`src/rtl/instruction_fetch_unit.sv`:
```
// ---------------------------------------------------------------------------
// instruction_fetch_unit
//
// Purpose:
//   Single-outstanding-request instruction fetch stage. It issues a word
//   read to instruction memory at PC, registers the returned word into INST,
//   and holds it for the decoder until the downstream releases it (STALL=0).
//   A branch/jump redirect that arrives while a request is still outstanding
//   is parked in a pending-target register until the memory acknowledges
//   the stale request. The stale data is then dropped and fetch resumes at
//   the parked target.
//
// Optional feature (compile-time macro FETCH_MISALIGN_TRAP_EN):
//   defined   : an accepted redirect whose TARGET[1:0] != 0 sets MISALIGN,
//               invalidates INST and parks the unit in HALT (no requests)
//               until reset.
//   undefined : TARGET[1:0] are forced to 2'b00, MISALIGN is tied low and
//               there is no HALT state.
//
// Parameters:
//   RESET_PC   - address of the first fetch after reset
//   NOP_INST   - value presented on INST while INST_VALID=0
//
// Ports:
//   CLK         in   1   clock, all state updates on the rising edge
//   RST         in   1   synchronous active-high reset
//   IMEM_REQ    out  1   instruction-memory read request
//   IMEM_ADDR   out  32  word address of the current request
//   IMEM_ACK    in   1   IMEM_RDATA is valid this cycle
//   IMEM_RDATA  in   32  instruction word from memory
//   STALL       in   1   downstream not ready, hold the current instruction
//   REDIRECT    in   1   taken branch/jump, next PC is TARGET
//   TARGET      in   32  redirect address
//   INST        out  32  registered instruction word
//   INST_VALID  out  1   INST holds a fetched instruction
//   PC          out  32  address of INST
//   PC_PLUS4    out  32  PC+4 (combinational, wraps modulo 2^32)
//   MISALIGN    out  1   sticky misaligned-redirect flag
// ---------------------------------------------------------------------------
module instruction_fetch_unit #(
  parameter logic [31:0] RESET_PC = 32'h0000_0000,
  parameter logic [31:0] NOP_INST = 32'h0000_0013
) (
  input  logic        CLK,
  input  logic        RST,
  output logic        IMEM_REQ,
  output logic [31:0] IMEM_ADDR,
  input  logic        IMEM_ACK,
  input  logic [31:0] IMEM_RDATA,
  input  logic        STALL,
  input  logic        REDIRECT,
  input  logic [31:0] TARGET,
  output logic [31:0] INST,
  output logic        INST_VALID,
  output logic [31:0] PC,
  output logic [31:0] PC_PLUS4,
  output logic        MISALIGN
);

  // REQ   : request outstanding at r_pc, data will be kept
  // DRAIN : request outstanding at r_pc, data will be dropped (redirect seen)
  // HOLD  : INST valid, waiting for the downstream to release it
  // HALT  : misaligned redirect trapped, idle until reset
  localparam logic [1:0] S_REQ   = 2'd0;
  localparam logic [1:0] S_DRAIN = 2'd1;
  localparam logic [1:0] S_HOLD  = 2'd2;
`ifdef FETCH_MISALIGN_TRAP_EN
  localparam logic [1:0] S_HALT  = 2'd3;
`endif

  logic [1:0]  r_state;
  logic [1:0]  w_state_nxt;
  logic [31:0] r_pc;
  logic [31:0] r_inst;
  logic        r_inst_valid;
  logic [31:0] r_pend;

  logic [31:0] w_pc_plus4;
  logic [31:0] w_target;
  logic        w_tgt_bad;
  logic        w_accept;
  logic        w_trap;
  logic        w_imem_req;

  assign w_pc_plus4 = r_pc + 32'd4;

`ifdef FETCH_MISALIGN_TRAP_EN
  assign w_target  = TARGET;
  assign w_tgt_bad = |TARGET[1:0];
`else
  // Low address bits are dropped so a misaligned target fetches the
  // enclosing word instead of trapping.
  assign w_target  = TARGET & 32'hFFFF_FFFC;
  assign w_tgt_bad = 1'b0;
`endif

  // A redirect is only honoured while a request is in flight or when the
  // held instruction is being released; a stalled HOLD ignores it.
  always_comb begin
    w_accept = 1'b0;
    case (r_state)
      S_REQ:   w_accept = REDIRECT;
      S_DRAIN: w_accept = REDIRECT;
      S_HOLD:  w_accept = REDIRECT && !STALL;
      default: w_accept = 1'b0;
    endcase
  end

  assign w_trap = w_accept && w_tgt_bad;

  // ---- state register -----------------------------------------------------
  always_ff @(posedge CLK) begin
    if (RST) begin
      r_state <= S_REQ;
    end else begin
      r_state <= w_state_nxt;
    end
  end

  // ---- next-state logic ---------------------------------------------------
  always_comb begin
    w_state_nxt = r_state;
    case (r_state)
      S_REQ: begin
        // Redirect with simultaneous ACK restarts immediately in REQ.
        if (REDIRECT && !IMEM_ACK) begin
          w_state_nxt = S_DRAIN;
        end else if (!REDIRECT && IMEM_ACK) begin
          w_state_nxt = S_HOLD;
        end
      end
      S_DRAIN: begin
        if (IMEM_ACK) begin
          w_state_nxt = S_REQ;
        end
      end
      S_HOLD: begin
        if (!STALL) begin
          w_state_nxt = S_REQ;
        end
      end
`ifdef FETCH_MISALIGN_TRAP_EN
      S_HALT: begin
        w_state_nxt = S_HALT;
      end
`endif
      default: begin
        w_state_nxt = S_REQ;
      end
    endcase
`ifdef FETCH_MISALIGN_TRAP_EN
    if (w_trap) begin
      w_state_nxt = S_HALT;
    end
`endif
  end

  // ---- output logic -------------------------------------------------------
  always_comb begin
    w_imem_req = 1'b0;
    case (r_state)
      S_REQ:   w_imem_req = 1'b1;
      S_DRAIN: w_imem_req = 1'b1;
      default: w_imem_req = 1'b0;
    endcase
    // No request may be visible while reset is asserted, even though the
    // state register may already read REQ.
    if (RST) begin
      w_imem_req = 1'b0;
    end
  end

  assign IMEM_REQ   = w_imem_req;
  // The address is simply PC: it cannot move while a request is pending,
  // because PC only changes on ACK or when leaving HOLD.
  assign IMEM_ADDR  = r_pc;
  assign INST       = r_inst;
  assign INST_VALID = r_inst_valid;
  assign PC         = r_pc;
  assign PC_PLUS4   = w_pc_plus4;

  // ---- fetch datapath -----------------------------------------------------
  always_ff @(posedge CLK) begin
    if (RST) begin
      r_pc         <= RESET_PC;
      r_inst       <= NOP_INST;
      r_inst_valid <= 1'b0;
      r_pend       <= 32'h0000_0000;
    end else if (w_trap) begin
      r_inst       <= NOP_INST;
      r_inst_valid <= 1'b0;
    end else begin
      case (r_state)
        S_REQ: begin
          if (REDIRECT) begin
            // Returned data (if any) belongs to the wrong path.
            if (IMEM_ACK) begin
              r_pc <= w_target;
            end else begin
              r_pend <= w_target;
            end
          end else if (IMEM_ACK) begin
            r_inst       <= IMEM_RDATA;
            r_inst_valid <= 1'b1;
          end
        end
        S_DRAIN: begin
          // The newest redirect always wins over the parked one.
          if (REDIRECT) begin
            r_pend <= w_target;
          end
          if (IMEM_ACK) begin
            r_pc <= REDIRECT ? w_target : r_pend;
          end
        end
        S_HOLD: begin
          if (!STALL) begin
            r_pc         <= REDIRECT ? w_target : w_pc_plus4;
            r_inst       <= NOP_INST;
            r_inst_valid <= 1'b0;
          end
        end
        default: begin
        end
      endcase
    end
  end

`ifdef FETCH_MISALIGN_TRAP_EN
  logic r_misalign;

  always_ff @(posedge CLK) begin
    if (RST) begin
      r_misalign <= 1'b0;
    end else if (w_trap) begin
      r_misalign <= 1'b1;
    end
  end

  assign MISALIGN = r_misalign;
`else
  assign MISALIGN = 1'b0;
`endif

endmodule

```
`config.mk`:
```
export PLATFORM = sky130hd
export DESIGN_NAME = instruction_fetch_unit
export DESIGN_NICKNAME = d
export VERILOG_FILES = /design/src/rtl/instruction_fetch_unit.sv
export SDC_FILE = /design/constraint.sdc
export NUM_CORES = 1
export LEC_CHECK = 0
export ABC_AREA = 1
export CORE_MARGIN = 5
export CORE_UTILIZATION = 50
export CTS_CLUSTER_DIAMETER = 30
export CTS_CLUSTER_SIZE = 10
export DETAILED_ROUTE_END_ITERATION = 6
export PLACE_DENSITY = 0.86
export SETUP_SLACK_MARGIN = 0.3
export SYNTH_ARGS = -nofsm -noshare
export SYNTH_HDL_FRONTEND = slang
export SYNTH_SLANG_ARGS = --single-unit
```
`constraint.sdc`:
```
create_clock -name CLK -period 6 [get_ports CLK]
set_input_delay 1.8 -clock CLK [delete_from_list [all_inputs] [get_ports CLK]]
set_output_delay 1.8 -clock CLK [all_outputs]
set_load 0.05 [all_outputs]
```
==> out/metrics.yaml <==
status: "complete, no violations"
grt_max_degree: 61
slew_headroom_pct: 39.9
drc_errors: 0
period_needed_ns: 4.61
syn_area_per_cell_um2: 6.57
cap_violations: 0
dr.first_iter.drc_count: 607
firstDrtPassIters: 5
fin_skew_ns: 0.0104
start_util_pct: 50.8
setup_tns_ns: 0
yosysTopAreaCellShare_pct: 32.6
synth_top_family_by_area: "simple AND/OR/NAND/NOR gates"
post_cts.repair.setup_buffers: 0
crit_type: "reg2out"
diodes: 0
yosysTopAreaCell: "dfxtp_1"
clock_sinks: 99
wl_per_cell_um: 16.3
cts_buffers: 9
drt-total-wl_mm: 19.6
layout_worst_path_cycle_share_pct: 76.8
syn_to_final_growth_pct: 33.1
worstPathRequired_ns: 4.20
fin_nets: 1126
grt_pass1_wl_mm: 30.9
cts_root_buf: "clkbuf_16"
final_common_cell: "nand2_1"
grt_pass1_vias: 6140
dp_cells: 1187
hold_violations: 0
hp-class: "reg2reg"
power.density_nw_per_um2: 688
io_buffers: 196
cts_max_path_buffers: 2
grt_antenna_before_repair: 0
total_power_mw: 5.56
synthFlopType: "dfxtp_1"
fp.dieW_um: 120
grt_usage_pct: 26.3
cts_hold_buffers: 0
synth-seq-cells: 99
vias: 6634
rsz0062_at_grt: "no"
cp_data_arrival_time_ns: 2.81
synth.yosys.seq_area_share_pct: 32.6
yosysWarnings: 0
p_leak_nw: 3.18
async_flop_share_pct: 0
cts_resized: 0
synth_edf_count: 0
tightest_slew_ns: 0.900
rows: 40
viasPerCell: 5.51
syn_inst: 924
synthMuxAreaShare_pct: 0
gp_congestion: 0.941
worst_setup_path_end_kind: "output pin"
cp_max_fo: 6
synthAdderAreaFrac_pct: 1.24
place_area_um2: 7760
synth_cell_type_count: 38
hold_slack_ns: 0.461
dp_hpwl_mm: 13.5
cts_tree: "yes"
clkTransAtPathRegs_ns: 0.08
drive_gt1_share_pct: 7.10
crit_path_start_kind: "flip-flop"
io_pins: 200
htree_levels: 3
most-common-layout-cells: "308 x nand2_1, 195 x clkdlybuf4s50_1, 158 x a21oi_1"
dieHeight_um: 120
synth_xor_xnor_area_share_pct: 3.44
synth_compound_area_share_pct: 20.9
final_area_um2: 8080
dieArea_um2: 14400
finalMaxSlewViolations: 0
finalSetupViolations: 0
synth.cell_area_um2: 6070
vdd_ir_drop_max_mv: 0.321
grt-ovfl-total: 0
stdcell_count: 1203
yosys-top-cells-area: "dfxtp_1 33%, nand2_1 19%, a21oi_1 13%"
yosys.area_share.simple_pct: 30.6
core_area_um2: 12000
syn_nets: 999
clkLatencyLatePin_ns: 0.35
max_freq_mhz: 217
ant_nets: 0
==> worst paths after layout <==
check,start,to,slack [ns],depth (start not counted)
max,IMEM_ADDR[2],PC_PLUS4[22],1.39,8
min,INST[26],INST[26],0.46,2
max reg2reg,r_state[0],IMEM_ADDR[2],3.19,11
min reg2reg,INST[26],INST[26],0.46,2
==> state kept, by name, indices dropped and copies added, names as in the netlist <==
| signal | count |
|---|---|
| INST_VALID | 1 |
| r_state | 2 |
| IMEM_ADDR | 32 |
| r_pend | 32 |
| INST | 32 |
==> per-layer routing <==
layer | GRT usage, % | vias up | share of wire, % | wire (um)
met4 | 11.7 | 0 | 3.7 | 731
li1 | - | 3230 | - | -
met5 | 0 | - | 0 | 0
met2 | 43.5 | 369 | 47 | 9130
met1 | 31.6 | 2981 | 39 | 7540
met3 | 7.67 | 54 | 11 | 2180
==> cells in the mapped netlist, types with 4 or more instances <==
cell type / number
ha_1: 6
inv_1: 31
a31oi_1: 6
nor2_1: 60
o21ai_0: 61
o22ai_1: 4
xor2_2: 7
or2_2: 16
a21oi_1: 158
xnor2_1: 6
nor2_4: 8
nand2_2: 4
o211ai_1: 4
clkbuf_1: 31
nand3b_1: 5
nor3_1: 4
clkbuf_8: 4
dfxtp_1: 99
buf_4: 36
nand3_1: 16
buf_2: 14
and2_1: 6
nand2_1: 308
==> where the power goes <==
part	leakage, nW	switching (mW)	internal (mW)
Sequential	0.814	0.317	0.911
Combinational	2.21	2.56	1.15
Clock	0.157	0.286	0.336
Total	3.18	3.16	2.40
==> worst max-delay path, cell delays in order (launching register included) <==
cell and delay [ns]:
dfxtp_1 0.45, ha_1 0.25, nand2_1 0.11, nor2_4 0.14, nand2_4 0.09, nor2_4 0.19, nand2_1 0.09, xor2_1 0.26
clkdlybuf4s50_1 0.87
==> cells by family after synthesis <==
group / after synthesis
AO/OA/AOI/OAI: 243
flip-flops: 99
XOR/XNOR: 17
other: 1
AND/OR/NAND/NOR: 434
buffers and inverters: 124
adder cells (fa/ha/maj): 6
==> per-stage QoR <==
step / setup WS, ns / util, %
after global routing: 1.28 / 67.6
after CTS: 1.42 / 67.6
final: 1.39 / 67.6
after floorplan: 1.28 / -
after detailed placement: 1.46 / 64.9
after global placement: 1.50 / 64.9
==> area by class of cell <==
cell class / instances / area (um2)
Tap cell: 147 / 184
Inverter: 35 / 131
Sequential cell: 99 / 1980
Clock inverter: 7 / 95.1
Multi-Input combinational cell: 701 / 3430
Fill cell: 1015 / 3880
Timing Repair Buffer: 205 / 2040
Clock buffer: 9 / 225
Power figures use the tool's default switching activity.
